===== config.mk =====
export PLATFORM = sky130hd
export DESIGN_NAME = fifo_flush_pack
export DESIGN_NICKNAME = d
export VERILOG_FILES = /design/src/rtl/fifo_flush_pkg.sv /design/src/rtl/fifo_pack_mem.sv /design/src/rtl/fifo_flush_pack.sv
export SDC_FILE = /design/constraint.sdc
export NUM_CORES = 1
export LEC_CHECK = 0
export ABC_AREA = 1
export CORE_ASPECT_RATIO = 0.75
export CORE_MARGIN = 3
export CORE_UTILIZATION = 30
export DETAILED_ROUTE_END_ITERATION = 7
export SLEW_MARGIN = 20
export SYNTH_ARGS = -nofsm -noshare
export SYNTH_HDL_FRONTEND = slang
export SYNTH_HIERARCHICAL = 1
export SYNTH_SLANG_ARGS = --single-unit

===== constraint.sdc =====
create_clock -name clk -period 4.15 [get_ports clk]
set_clock_uncertainty 0.2 [all_clocks]
set_input_delay 0.83 -clock clk [delete_from_list [all_inputs] [get_ports clk]]
set_output_delay 0.83 -clock clk [all_outputs]
set_load 0.01 [all_outputs]

===== src/rtl/fifo_flush_pkg.sv =====
// rtl/fifo_flush_pkg.sv - shared FSM states, flush modes and sizing helper for the flush/pack FIFO
package fifo_flush_pkg;

  typedef enum logic [1:0] {
    ST_IDLE = 2'd0,
    ST_PAD  = 2'd1,
    ST_DONE = 2'd2,
    ST_HOLD = 2'd3
  } flush_state_e;

  localparam logic FLUSH_COMMIT  = 1'b0;
  localparam logic FLUSH_DISCARD = 1'b1;

  // Read/write pointers carry one extra wrap bit above the entry index
  function automatic int ptr_width(input int depth);
    return $clog2(depth) + 1;
  endfunction

endpackage


===== src/rtl/fifo_pack_mem.sv =====
// rtl/fifo_pack_mem.sv - first-word-fall-through word storage with wrap-bit pointers and synchronous clear
module fifo_pack_mem
  import fifo_flush_pkg::*;
#(
  parameter  int WIDTH = 32,
  parameter  int DEPTH = 8,
  localparam int PTR_W = ptr_width(DEPTH)
) (
  input  logic             clk,
  input  logic             rst_n,
  input  logic             clr_i,
  input  logic             push_i,
  input  logic [WIDTH-1:0] push_data_i,
  input  logic             pop_i,
  output logic [WIDTH-1:0] rd_data_o,
  output logic             empty_o,
  output logic             full_o,
  output logic [PTR_W-1:0] count_o
);

  logic [PTR_W-1:0] wr_ptr_q, wr_ptr_d;
  logic [PTR_W-1:0] rd_ptr_q, rd_ptr_d;
  logic [WIDTH-1:0] mem_q [DEPTH];
  logic [WIDTH-1:0] mem_d [DEPTH];
  logic             do_push;
  logic             do_pop;

  assign empty_o   = (wr_ptr_q == rd_ptr_q);
  assign full_o    = (wr_ptr_q[PTR_W-1] != rd_ptr_q[PTR_W-1]) &&
                     (wr_ptr_q[PTR_W-2:0] == rd_ptr_q[PTR_W-2:0]);
  assign count_o   = wr_ptr_q - rd_ptr_q;
  assign rd_data_o = mem_q[rd_ptr_q[PTR_W-2:0]];

  // Qualify push/pop; a push into a full FIFO is allowed only when the head leaves at the same edge
  always_comb begin
    do_pop   = pop_i && !empty_o;
    do_push  = push_i && (!full_o || do_pop);
    wr_ptr_d = wr_ptr_q;
    rd_ptr_d = rd_ptr_q;
    mem_d    = mem_q;
    if (clr_i) begin
      wr_ptr_d = '0;
      rd_ptr_d = '0;
    end else begin
      if (do_pop) begin
        rd_ptr_d = rd_ptr_q + PTR_W'(1);
      end
      if (do_push) begin
        mem_d[wr_ptr_q[PTR_W-2:0]] = push_data_i;
        wr_ptr_d                   = wr_ptr_q + PTR_W'(1);
      end
    end
  end

  // Pointer and storage registers
  always_ff @(posedge clk or negedge rst_n) begin
    if (!rst_n) begin
      wr_ptr_q <= '0;
      rd_ptr_q <= '0;
      for (int i = 0; i < DEPTH; i++) begin
        mem_q[i] <= '0;
      end
    end else begin
      wr_ptr_q <= wr_ptr_d;
      rd_ptr_q <= rd_ptr_d;
      mem_q    <= mem_d;
    end
  end

endmodule


===== src/rtl/fifo_flush_pack.sv =====
// rtl/fifo_flush_pack.sv - narrow-to-wide beat packer with word FIFO and commit/discard flush sequencing
module fifo_flush_pack
  import fifo_flush_pkg::*;
#(
  parameter int              IN_W    = 4,
  parameter int              OUT_W   = 32,
  parameter int              DEPTH   = 8,
  parameter logic [IN_W-1:0] PAD_VAL = '0
) (
  input  logic                     clk,
  input  logic                     reset,
  input  logic                     fifo_wr_valid_i,
  input  logic [IN_W-1:0]          fifo_wr_data_i,
  output logic                     fifo_wr_ready_o,
  output logic                     fifo_wr_drop_o,
  input  logic                     fifo_rd_valid_i,
  output logic [OUT_W-1:0]         fifo_rd_data_o,
  input  logic                     fifo_flush_i,
  input  logic                     fifo_flush_mode_i,
  output logic                     fifo_flush_done_o,
  output logic                     fifo_data_avail_o,
  output logic                     fifo_empty_o,
  output logic                     fifo_full_o,
  output logic [$clog2(DEPTH):0]   fifo_count_o
);

  localparam int                RATIO     = OUT_W / IN_W;
  localparam int                FILL_W    = $clog2(RATIO);
  localparam logic [FILL_W-1:0] FILL_LAST = FILL_W'(RATIO - 1);

  flush_state_e      state_q, state_d;
  logic [FILL_W-1:0] fill_q, fill_d;
  logic [OUT_W-1:0]  pack_q, pack_d;

  logic              wr_ready;
  logic              pop_eff;
  logic              mem_full;
  logic              mem_empty;
  logic              mem_push;
  logic              mem_clr;
  logic [OUT_W-1:0]  mem_push_data;
  logic [OUT_W-1:0]  beat_word;
  logic [OUT_W-1:0]  pad_word;
  logic              flush_done;

  // A last beat with no room stalls the producer; a same-cycle pop deliberately does not help
  assign wr_ready          = (state_q == ST_IDLE) && !((fill_q == FILL_LAST) && mem_full);
  assign pop_eff           = fifo_rd_valid_i && !mem_empty;
  assign fifo_wr_ready_o   = wr_ready;
  assign fifo_wr_drop_o    = fifo_wr_valid_i && !wr_ready;
  assign fifo_flush_done_o = flush_done;
  assign fifo_empty_o      = mem_empty;
  assign fifo_full_o       = mem_full;
  assign fifo_data_avail_o = !mem_empty;

  // Packer word with the incoming beat dropped into lane fill_q (LSB lane first)
  always_comb begin
    beat_word = pack_q;
    for (int i = 0; i < RATIO; i++) begin
      if (FILL_W'(i) == fill_q) begin
        beat_word[i*IN_W +: IN_W] = fifo_wr_data_i;
      end
    end
  end

  // Partial packer word with every lane from fill_q upward forced to the pad value
  always_comb begin
    pad_word = pack_q;
    for (int i = 0; i < RATIO; i++) begin
      if (FILL_W'(i) >= fill_q) begin
        pad_word[i*IN_W +: IN_W] = PAD_VAL;
      end
    end
  end

  // Flush sequencer and packer next-state: write acceptance, flush sampling, padding and completion pulse
  always_comb begin
    state_d       = state_q;
    fill_d        = fill_q;
    pack_d        = pack_q;
    mem_push      = 1'b0;
    mem_push_data = beat_word;
    mem_clr       = 1'b0;
    flush_done    = 1'b0;
    case (state_q)
      ST_IDLE: begin
        if (fifo_wr_valid_i && wr_ready) begin
          if (fill_q == FILL_LAST) begin
            mem_push = 1'b1;
            fill_d   = '0;
            pack_d   = '0;
          end else begin
            fill_d = fill_q + FILL_W'(1);
            pack_d = beat_word;
          end
        end
        // A beat accepted at the sampling edge belongs to the data being flushed
        if (fifo_flush_i) begin
          case (fifo_flush_mode_i)
            FLUSH_DISCARD: begin
              mem_clr  = 1'b1;
              mem_push = 1'b0;
              fill_d   = '0;
              pack_d   = '0;
              state_d  = ST_DONE;
            end
            FLUSH_COMMIT: begin
              state_d = (fill_d == '0) ? ST_DONE : ST_PAD;
            end
            default: state_d = ST_DONE;
          endcase
        end
      end
      ST_PAD: begin
        if (!mem_full || pop_eff) begin
          mem_push      = 1'b1;
          mem_push_data = pad_word;
          fill_d        = '0;
          pack_d        = '0;
          state_d       = ST_DONE;
        end
      end
      ST_DONE: begin
        flush_done = 1'b1;
        state_d    = ST_HOLD;
      end
      ST_HOLD: begin
        if (!fifo_flush_i) begin
          state_d = ST_IDLE;
        end
      end
      default: state_d = ST_IDLE;
    endcase
  end

  // State, fill counter and packer registers
  always_ff @(posedge clk or negedge reset) begin
    if (!reset) begin
      state_q <= ST_IDLE;
      fill_q  <= '0;
      pack_q  <= '0;
    end else begin
      state_q <= state_d;
      fill_q  <= fill_d;
      pack_q  <= pack_d;
    end
  end

  fifo_pack_mem #(
    .WIDTH (OUT_W),
    .DEPTH (DEPTH)
  ) u_mem (
    .clk         (clk),
    .rst_n       (reset),
    .clr_i       (mem_clr),
    .push_i      (mem_push),
    .push_data_i (mem_push_data),
    .pop_i       (fifo_rd_valid_i),
    .rd_data_o   (fifo_rd_data_o),
    .empty_o     (mem_empty),
    .full_o      (mem_full),
    .count_o     (fifo_count_o)
  );

endmodule


==> results.md, run 1 <==
* Placeable core area at between 50000 and 60000 µm²
* Setup TNS at 0 ns
* Startpoint types: flip-flop
* Die span in x at between 200 and 300 µm
* Synthesized area at approximately 15000 µm²
* Hold/Removal Path Class: in2async
* GP Congestion at between 0.8 and 0.9
* Mean Syn Cell Area at approximately 7.5 µm²
* Status: complete, no violations
* Worst Tran Pin Value at roughly 1.1 ns
* Crit end category: primary output
* Fill cell count at between 5000 and 6000
* WL per Instance at ~18 µm
* Worst reg2reg setup slack at between 0.7 and 0.8 ns
* CTS H-tree depth at 1
* Die height at approximately 200 µm
* Required @ worst endpoint at 3.12 ns
* Sequential area share after synthesis at between 40 and 50%
* HPWL Detailed at between 20000 and 30000 µm
* Row cnt at 71
* RSZ-0062 raised after global routing: no
* Maximum clock insertion buffer count at 3
* Antenna Nets Post-Route at 0
* Final Max Tran Viols at 0
* Worst vdd ir at 0.3644 mV
* Largest net degree at the start of global routing at 96
* Reg clk slew, reported paths at 0.07 ns
* Ranking of synthesized cells by area: dfrtp_1, nand2_1, o21ai_0
* Total gr overflow at 0
* Setup ws final at 0.1650 ns
* Starting Density at a little under a third
* Leakage at ~8.7 nW
* Synth cell count leaders: nand2_1, dfrtp_1, o21ai_0
* Register bit total from synthesis at about 300
* Syn. warnings at 6
* # diodes at 0
* Postcts setup bufs at 0
* Number of synthesized flops with an enable pin at 0
* Root buf cell: clkbuf_16
* DP Worst Slack at 0.6697 ns
* CTS tree: done
* Post-Syn Instances at between 2000 and 2500
* Via count at ~14000
* Cell taking the most area after synthesis: dfrtp_1
* Crit path max fanout at 68
* Area of the multi-input gates at 6763 µm²
* Die area at approximately 54000 µm²
* Vias in the first global route at around 14000
* Num Clock Sinks at approximately 300
* Register Area at around 7500 µm²
* Synth top area share at 48.73%
* Synth-to-layout area growth at 12.74%
* Number of nets in the layout at around 2100
* # setup viols final at 0
* Final Hold Vio Count at 0
* Arr. time, crit path at 2.96 ns
* Max Fclk at 250.9 MHz
* Final critical-path required period at 3.985 ns
* Initial DRC Count at ~1400
* WS Path Type: reg2out
* Most common flop cell mapped by yosys: dfrtp_1
* PortBufs at between 50 and 60
* Power Total at 14.08 mW
* Top-count cell post-synth: nand2_1
* Share of layout cells above drive strength 1 at under 10%
* Post-synth net total at around 2100
* Clock latency at the later pin of the worst-skew pair at around 0.58 ns
* Final period utilization at between 90% and 100%
* DR pass1 iterations at 5
* All-Layer GR Usage at between 10% and 20%
* DRC at 0
* Vias per inst at 5.070
* Synth async-reset ratio at 100.0%
* Distinct cells, synth at 35
* Total Routed Length at approximately 50000 µm
* Ports at 52
* Initial antenna violation count at 0
* First-pass GRT wire length at about 80000 µm
* Rel. slew slack at between 20% and 30%
* Cts bufs inserted at 29
* Max-cap violations at 0
* Power per Cell Area at between 800 and 900 nW/µm²
worst paths after layout:
path                                   start            endpoint  cells after the start
max                        u_mem/rd_ptr_q[1]  fifo_rd_data_o[25]                      6
min                                    reset    u_mem/mem_q[101]                      1
max reg2reg                u_mem/wr_ptr_q[0]    u_mem/mem_q[132]                     14
min reg2reg                 u_mem/mem_q[195]    u_mem/mem_q[195]                      2
max in group asynchronous              reset           fill_q[2]                      2
min in group clk            u_mem/mem_q[195]    u_mem/mem_q[195]                      2
report_power, final:
part	total, mW	internal (mW)	switching [mW]
clock	2.86	1.66	1.20
combinational	6.56	2.35	4.21
sequential	4.66	4.04	0.620
registers in the layout (all words and copies together), names as in the netlist:
register	cells
u_mem/mem_q	256
u_mem/wr_ptr_q	4
state_q	2
fill_q	3
u_mem/rd_ptr_q	4
pack_q	32
cell families (layout without fill, tap and decap cells):
logic type,after synthesis,in the layout,synth area share [%]
simple gates,1209,1209,30.96
flops,301,301,48.73
buf+inv,217,219,7.512
compound gates,319,319,11.27
xor+xnor,6,6,0.3400
fa+ha+maj,14,14,1.182
layer usage:
layer	part of all wire, %	GRT usage, %	vias up
met5	0	0	-
met4	2.6	4.827	0
met3	8.2	3.332	81
met2	44	28.53	538
met1	46	26.32	6740
li1	-	-	6458
critical path: stages (launching register included):
cell and delay (ns):
dfrtp_2 0.37, buf_4 0.74, o21ai_0 0.21, o22ai_1 0.22
nand2_1 0.08, nand2_1 0.18, clkdlybuf4s50_1 0.58
through the flow:
step	std cells	util, %	hold slack (ns)	area [µm²]
after floorplan	2066	-	0.2436	15460
after global placement	2673	32.46	0.2565	16410
after detailed placement	2673	32.46	0.2600	16410
after CTS	2725	34.47	0.1371	17420
after global routing	2725	34.47	0.1678	17430
final	2725	34.47	0.1281	17430
layout by cell type, fill, tap and decap left out, drive strengths merged, types with 11 or more instances in the layout:
master         netlist  layout
nand3               21      21
dfrtp              301     301
a21oi               11      11
clkdlybuf4s50        0      50
clkbuf              39      40
buf                108      47
o21ai              222     222
o22ai               68      68
nor2               219     219
nand4               11      11
o21a                12      12
inv                 69      70
nand2              956     956
ha                  13      13
repair_timing:
item,4_1_cts,5_1_grt
endpoints found under the setup margin,0,14
gates resized for setup,0,1
hold buffers,0,0
hold endpoints to repair,0,0
final cells by class:
type	count	area share, %
clock buffer	40	4.804
sequential	301	43.25
multi-input combinational	1548	38.81
clock inverter	12	1.005
inverter	70	1.515
tap	657	4.717
timing repair buffer	97	5.895
Power figures use the tool's default switching activity.
==> run 2: changes to the inputs <==
- ABC_AREA: 1 -> 0
==> run 2 against run 1 <==
Sequential share of layout area fell by 1.3 points. Synthesized cell count shrank 48%. Area after synthesis is 2.4% higher. Worst hold slack better by 0.0065 ns. Power decreased by 33%. Clock-buffer cell count rose by 3. Non-clock buffer count decreased by 12. Largest power group is now sequential cells.
==> results.md, run 2 <==
* Startpoint types: flip-flop (unchanged)
* DR pass1 iterations at 5 (unchanged)
* Most common cell after layout, fill and taps aside: dfrtp_1 (was nand2_1)
* Synth Area in Compound Gates at 4.742% (was 11.27%)
* HPWL Detailed at 23270 µm (was 27690 µm)
* WL per Instance at 20.75 µm (was 18.29 µm)
* Largest net degree at the start of global routing at 99 (was 96)
* Antenna Nets Post-Route at 0 (unchanged)
* Max reg flops at 256 (unchanged)
* Sequential area share after synthesis at 47.58% (was 48.73%)
* Crit path max fanout at 9 (was 68)
* Post-synthesis xor/xnor area fraction at 0.6006% (was 0.3400%)
* Synth async-reset ratio at 100.0% (unchanged)
* Mean Syn Cell Area at 14.60 µm² (was 7.481 µm²)
* Syn. warnings at 6 (unchanged)
* Cell taking the most area after synthesis: dfrtp_1 (unchanged)
* First-pass GRT wire length at 61130 µm (was 78510 µm)
* Max-cap violations at 0 (unchanged)
* Post-synth net total at 1108 (was 2090)
* WS Path Type: reg2out (unchanged)
* Reg clk slew, reported paths at 0.07 ns (about the same)
* Final Hold Vio Count at 0 (unchanged)
* Worst vdd ir at 0.3808 mV (was 0.3644 mV)
* Rel. slew slack at 36.91% (was 24.70%)
* Row cnt at 72 (was 71)
* Largest family of logic cells by synthesized area: multiplexers (was simple AND/OR/NAND/NOR gates)
* # setup viols final at 0 (unchanged)
* Maximum clock insertion buffer count at 3 (unchanged)
* Biggest register: u_mem/mem_q (unchanged)
* Cts bufs inserted at 29 (unchanged)
* Initial antenna violation count at 0 (unchanged)
* Status: complete, no violations (unchanged)
* Inst Count DP at 1800 (was 2673)
* Vias per inst at 4.943 (was 5.070)
* Worst Tran Pin Value at 0.9463 ns (was 1.118 ns)
* PortBufs at 51 (unchanged)
* Root buf cell: clkbuf_16 (unchanged)
* Vias in the first global route at 9655 (was 13510)
* CTS H-tree depth at 1 (unchanged)
* Top-count cell post-synth: dfrtp_1 (was nand2_1)
* Die height at 204.9 µm (was 202.6 µm)
* Clock latency at the later pin of the worst-skew pair at 0.56 ns (was 0.58 ns)
* Distinct cells, synth at 55 (was 35)
* Number of synthesized flops with an enable pin at 0 (unchanged)
* Number of nets in the layout at 1152 (was 2071)
* Adder-Cell Fraction of Synth Area at 1.154% (was 1.182%)
* Hold_buf cts at 0 (unchanged)
* Postcts setup bufs at 0 (unchanged)
* Delay of the slowest cell on the worst path at 0.55 ns (was 0.74 ns)
* Ranking of synthesized cells by area: dfrtp_1, mux2_4, mux4_2 (was dfrtp_1, nand2_1, o21ai_0)
* Synth cell count leaders: dfrtp_1, mux2_4, nand2_1 (was nand2_1, dfrtp_1, o21ai_0)
* Synth top area share at 47.58% (was 48.73%)
* Fraction of synthesized area in multiplexers at 34.02% (was 0%)
* Share of layout cells above drive strength 1 at 37.65% (was 7.495%)
* Top flop regs: u_mem/mem_q x256, pack_q x32 (unchanged)
* Leakage at 8.797 nW (was 8.697 nW)
* All-Layer GR Usage at 13.96% (was 18.36%)
* Synthesized area at 15830 µm² (was 15460 µm²)
* Starting Density at 30.51% (was 30.58%)
* Register bit total from synthesis at 301 (unchanged)
* # diodes at 0 (unchanged)
* Most common flop cell mapped by yosys: dfrtp_1 (unchanged)
* Post-Syn Instances at 1084 (was 2066)
* CP max stage cell: clkdlybuf4s50_1 (was buf_4)
* Num Clock Sinks at 301 (unchanged)
* Final period utilization at 95.48% (was 96.03%)
* Total Routed Length at 38440 µm (was 49830 µm)
* GP Congestion at 0.8718 (was 0.8151)
* Most frequent cells in the layout: dfrtp_1, mux2_4, nand2_1, mux4_2, clkdlybuf4s50_1 (was nand2_1, dfrtp_1, o21ai_0, nor2_1, o22ai_1)
* Die area at 55590 µm² (was 54310 µm²)
* Initial DRC Count at 756 (was 1435)
* Final critical-path required period at 3.963 ns (was 3.985 ns)
* Synth-to-layout area growth at 13.51% (was 12.74%)
* Total gr overflow at 0 (unchanged)
* Fin util at 34.63% (was 34.47%)
* Simple logic cell fraction of the synthesized area at 7.042% (was 30.96%)
* Post-CTS Resized at 2 (was 0)
* Final Max Tran Viols at 0 (unchanged)
* Required @ worst endpoint at 3.12 ns (about the same)
* Die span in x at 271.3 µm (was 268.1 µm)
* DRC at 0 (unchanged)
* Area of the multi-input gates at 7553 µm² (was 6763 µm²)
* Hold/Removal Path Class: in2async (unchanged)
* Placeable core area at 51890 µm² (was 50550 µm²)
* Fill cell count at 5042 (was 5171)
* Crit end category: primary output (unchanged)
* Final Non-Filler Cells at 1853 (was 2725)
* Ports at 52 (unchanged)
* Register Area at 7540 µm² (was 7537 µm²)
* Worst path cell trace: ha_1 -> nand3_2 -> nor2_2 -> nand2_2 -> and2_1 -> nor2b_1 -> clkdlybuf4s50_1 (was buf_4 -> o21ai_0 -> o22ai_1 -> nand2_1 -> nand2_1 -> clkdlybuf4s50_1)
* CTS tree: done (unchanged)
* Power per Cell Area at 528.3 nW/µm² (was 808.2 nW/µm²)
* Max Fclk at 252.4 MHz (was 250.9 MHz)
* Via count at 9160 (was 13820)
* Arr. time, crit path at 2.93 ns (was 2.96 ns)
-- run 2: cell types whose count changed in the layout (fill, tap and decap cells not counted), moves of 15 or more --
cell | before | now
nand3_1 | 18 | 33
nor2_1 | 209 | 27
nand2_1 | 920 | 126
nand2_2 | 35 | 1
a21oi_1 | 11 | 26
mux2i_1 | 0 | 15
inv_1 | 62 | 14
mux2_4 | 0 | 240
o22ai_1 | 68 | 1
o21ai_0 | 215 | 24
mux2_2 | 0 | 17
mux4_2 | 0 | 64
-- run 2: per-stage QoR --
stage | hold WS [ns] | setup WS, ns | setup TNS, ns | power [mW] | cell area (µm²)
2_1_floorplan | 0.2636 | 0.1272 | 0 | 5.571 | 15840
3_3_place_gp | 0.2811 | 0.5075 | 0 | 6.574 | 16900
3_5_place_dp | 0.2879 | 0.4457 | 0 | 6.624 | 16900
4_1_cts | 0.1408 | 0.002445 | 0 | 9.586 | 17960
5_1_grt | 0.1571 | -0.01977 | -0.01977 | 9.970 | 17970
6_report | 0.1346 | 0.1875 | 0 | 9.494 | 17970
-- run 2: power breakdown --
| part | internal, mW | switching (mW) |
|---|---|---|
| sequential | 3.24 | 0.201 |
| clock | 1.77 | 1.17 |
| combinational | 1.36 | 1.75 |
-- run 2: path summary, 6_finish.rpt --
kind,from,endpoint,slack (ns),cells past startpoint
worst max-delay path,u_mem/wr_ptr_q[2],fifo_wr_drop_o,0.19,7
worst min-delay path,reset,u_mem/mem_q[194],0.13,1
worst max register to register,u_mem/wr_ptr_q[2],u_mem/mem_q[64],0.59,11
worst min register to register,u_mem/mem_q[168],u_mem/mem_q[168],0.30,1
max in group asynchronous,reset,u_mem/mem_q[177],2.76,2
min in group clk,u_mem/mem_q[168],u_mem/mem_q[168],0.30,1
-- run 2: layout make-up --
type | count | area share, %
repair buffers | 85 | 4.915
clock inverters | 10 | 1.003
multi-input cells | 696 | 42.03
clock buffers | 43 | 4.888
flip-flops and latches | 301 | 41.95
well taps | 703 | 4.895
inverters | 15 | 0.3133
-- run 2: worst max-delay path, delay by kind of cell, from the launching register on --
kind,cells,cell delay [ns]
AND/OR/NAND/NOR,5,0.98
flip-flops,1,0.46
adder cells (fa/ha/maj),1,0.38
buffers and inverters,1,0.55
-- run 2: cells by family after synthesis --
group                    after synthesis
AO/OA/AOI/OAI                        107
XOR/XNOR                              10
adder cells (fa/ha/maj)               14
buffers and inverters                 87
flip-flops                           301
multiplexers                         336
AND/OR/NAND/NOR                      229
-- run 2: layer usage --
| layer | vias to the layer above | routed length (µm) | track usage, % |
|---|---|---|---|
| li1 | 4038 | - | - |
| met3 | 44 | 1415 | 1.920 |
| met4 | 0 | 664 | 2.279 |
| met1 | 4901 | 20050 | 22.24 |
| met5 | - | 0 | 0 |
| met2 | 177 | 16310 | 20.21 |
==> run 3: changes to the inputs <==
- CORE_UTILIZATION: 30 -> 46
- MAX_ROUTING_LAYER: not set -> met4
==> run 3 against run 2 <==
Die area is 34% lower. Largest cell class unchanged. Global-route usage is 6.8 points higher. Worst hold slack worse by 0.038 ns. Setup slack worse by 0.0093 ns. Core utilization is 18 points higher.
==> results.md, run 3 (same netlist as run 2, synthesis figures left out) <==
* Root buf cell: clkbuf_16 (unchanged)
* Leakage at 8.816 nW (was 8.797 nW)
* Worst path cell trace: ha_1 -> nand3_2 -> nor2_4 -> nand2_2 -> and2_1 -> nor2b_1 -> clkdlybuf4s50_1 (was ha_1 -> nand3_2 -> nor2_2 -> nand2_2 -> and2_1 -> nor2b_1 -> clkdlybuf4s50_1)
* Rel. slew slack at 36.85% (was 36.91%)
* Setup TNS at 0 ns (unchanged)
* Die height at 166.7 µm (was 204.9 µm)
* Initial DRC Count at 685 (was 756)
* Crit path max fanout at 9 (unchanged)
* Status: complete, no violations (unchanged)
* Antenna Nets Post-Route at 0 (unchanged)
* Most frequent cells in the layout: dfrtp_1, mux2_4, nand2_1, mux4_2, clkdlybuf4s50_1 (unchanged)
* Fin util at 52.40% (was 34.63%)
* Top flop regs: u_mem/mem_q x256, pack_q x32 (unchanged)
* RSZ-0062 raised after global routing: no
* Hold/Removal Path Class: in2async (unchanged)
* Maximum clock insertion buffer count at 3 (unchanged)
* All-Layer GR Usage at 20.79% (was 13.96%)
* Cell family with most CP delay: simple AND/OR/NAND/NOR gates (unchanged)
* Hold Slack at 0.09617 ns (was 0.1346 ns)
* Total Routed Length at 36070 µm (was 38440 µm)
* First-pass GRT wire length at 58170 µm (was 61130 µm)
* WS Path Type: reg2out (unchanged)
* # diodes at 0 (unchanged)
* Die span in x at 220.2 µm (was 271.3 µm)
* Design area at 17680 µm² (was 17970 µm²)
* Via count at 9007 (was 9160)
* Startpoint types: flip-flop (unchanged)
* Cts bufs inserted at 31 (was 29)
* Postcts setup bufs at 0 (unchanged)
* Biggest register: u_mem/mem_q (unchanged)
* Most common cell after layout, fill and taps aside: dfrtp_1 (unchanged)
* Number of nets in the layout at 1157 (was 1152)
* Total gr overflow at 0 (unchanged)
* CTS H-tree depth at 1 (unchanged)
* PortBufs at 51 (unchanged)
* Placed cell area at 16570 µm² (was 16900 µm²)
* Delay of the slowest cell on the worst path at 0.55 ns (about the same)
* Worst vdd ir at 0.3643 mV (was 0.3808 mV)
* Max Fclk at 251.8 MHz (was 252.4 MHz)
* Num Clock Sinks at 301 (unchanged)
* Power per Cell Area at 536.8 nW/µm² (was 528.3 nW/µm²)
* Row cnt at 58 (was 72)
* # setup viols final at 0 (unchanged)
* GP Congestion at 0.8979 (was 0.8718)
* Max reg flops at 256 (unchanged)
* Worst Tran Pin Value at 0.9438 ns (was 0.9463 ns)
* Reg clk slew, reported paths at 0.06 ns (was 0.07 ns)
* DR pass1 iterations at 4 (was 5)
* Share of layout cells above drive strength 1 at 37.68% (was 37.65%)
* HPWL Detailed at 21590 µm (was 23270 µm)
* Die area at 36700 µm² (was 55590 µm²)
* Final period utilization at 95.71% (was 95.48%)
* Vias per inst at 5.605 (was 4.943)
* Ports at 52 (unchanged)
* WL per Instance at 22.45 µm (was 20.75 µm)
* Vias in the first global route at 9398 (was 9655)
* Initial antenna violation count at 0 (unchanged)
* Clock latency at the later pin of the worst-skew pair at 0.57 ns (was 0.56 ns)
* Required @ worst endpoint at 3.12 ns (about the same)
* Placeable core area at 33740 µm² (was 51890 µm²)
* Final critical-path required period at 3.972 ns (was 3.963 ns)
* Final Hold Vio Count at 0 (unchanged)
* Hold_buf cts at 0 (unchanged)
* DRC at 0 (unchanged)
* Arr. time, crit path at 2.94 ns (was 2.93 ns)
* Crit end category: primary output (unchanged)
* Largest net degree at the start of global routing at 109 (was 99)
* Synth-to-layout area growth at 11.69% (was 13.51%)
* Final Max Tran Viols at 0 (unchanged)
* Buf/Inv on CP at 1 (unchanged)
* CP max stage cell: clkdlybuf4s50_1 (unchanged)
* Starting Density at 46.92% (was 30.51%)
* CTS tree: done (unchanged)
* Max-cap violations at 0 (unchanged)
[run 3: cell count changes in the layout (fill, tap and decap cells not counted), sizes merged]
| cell | previous run | this run |
|---|---|---|
| buf | 35 | 38 |
| clkbuf | 43 | 46 |
| clkinv | 4 | 6 |
| clkinvlp | 2 | 1 |
[run 3: worst reg2reg max path, stage by stage (launching register included)]
cell,delay (ns)
dfrtp_1,0.47
ha_1,0.40
nand3_2,0.22
nor2_1,0.38
nor2b_1,0.13
o21ai_1,0.17
o21ai_0,0.25
nor3b_2,0.28
nand3_4,0.09
buf_4,0.62
mux2_2,0.43
[run 3: layer usage]
layer	wire length, µm	vias up	track usage (%)	share of wire [%]
li1	-	4046	-	-
met1	18100	4700	31.79	50
met2	15930	215	29.72	44
met3	1455	46	3.338	4.0
met4	581	0	3.553	1.6
met5	0	-	-	0
[run 3: layout make-up]
class	count	area [µm²]
Fill cell	2819	16060
Clock inverter	11	182.7
Sequential cell	301	7541
Tap cell	450	563.0
Inverter	15	56.30
Timing Repair Buffer	88	868.3
Multi-Input combinational cell	696	7559
Clock buffer	46	912.1
[run 3: power by group]
part / switching, mW / total (mW) / internal, mW / leakage, nW
combinational: 1.71 / 3.07 / 1.36 / 4.12
sequential: 0.191 / 3.43 / 3.24 / 4.16
clock: 1.17 / 2.99 / 1.82 / 0.538
total: 3.07 / 9.49 / 6.42 / 8.82
[run 3: repair_timing]
item                       CTS  global route
gates cloned                 0             0
setup endpoints to repair    2             1
resized for setup            3             1
[run 3: path summary, 6_finish.rpt]
check / to / start / depth (start not counted) / slack [ns]
max: fifo_wr_drop_o / u_mem/wr_ptr_q[2] / 7 / 0.18
min: u_mem/mem_q[127] / reset / 1 / 0.1
max reg2reg: u_mem/mem_q[128] / u_mem/wr_ptr_q[2] / 10 / 0.40
min reg2reg: u_mem/mem_q[95] / u_mem/mem_q[95] / 1 / 0.30
max in group asynchronous: state_q[1] / reset / 2 / 2.65
min in group clk: u_mem/mem_q[95] / u_mem/mem_q[95] / 1 / 0.30
[run 3: through the flow]
step / instances / setup WS [ns] / total power, mW
2_1_floorplan: 1084 / 0.1272 / 5.571
3_3_place_gp: 1550 / 0.3459 / 6.529
3_5_place_dp: 1550 / 0.3255 / 6.570
4_1_cts: 1607 / 0.06691 / 9.613
5_1_grt: 1607 / 0.03726 / 9.987
6_report: 1607 / 0.1781 / 9.491
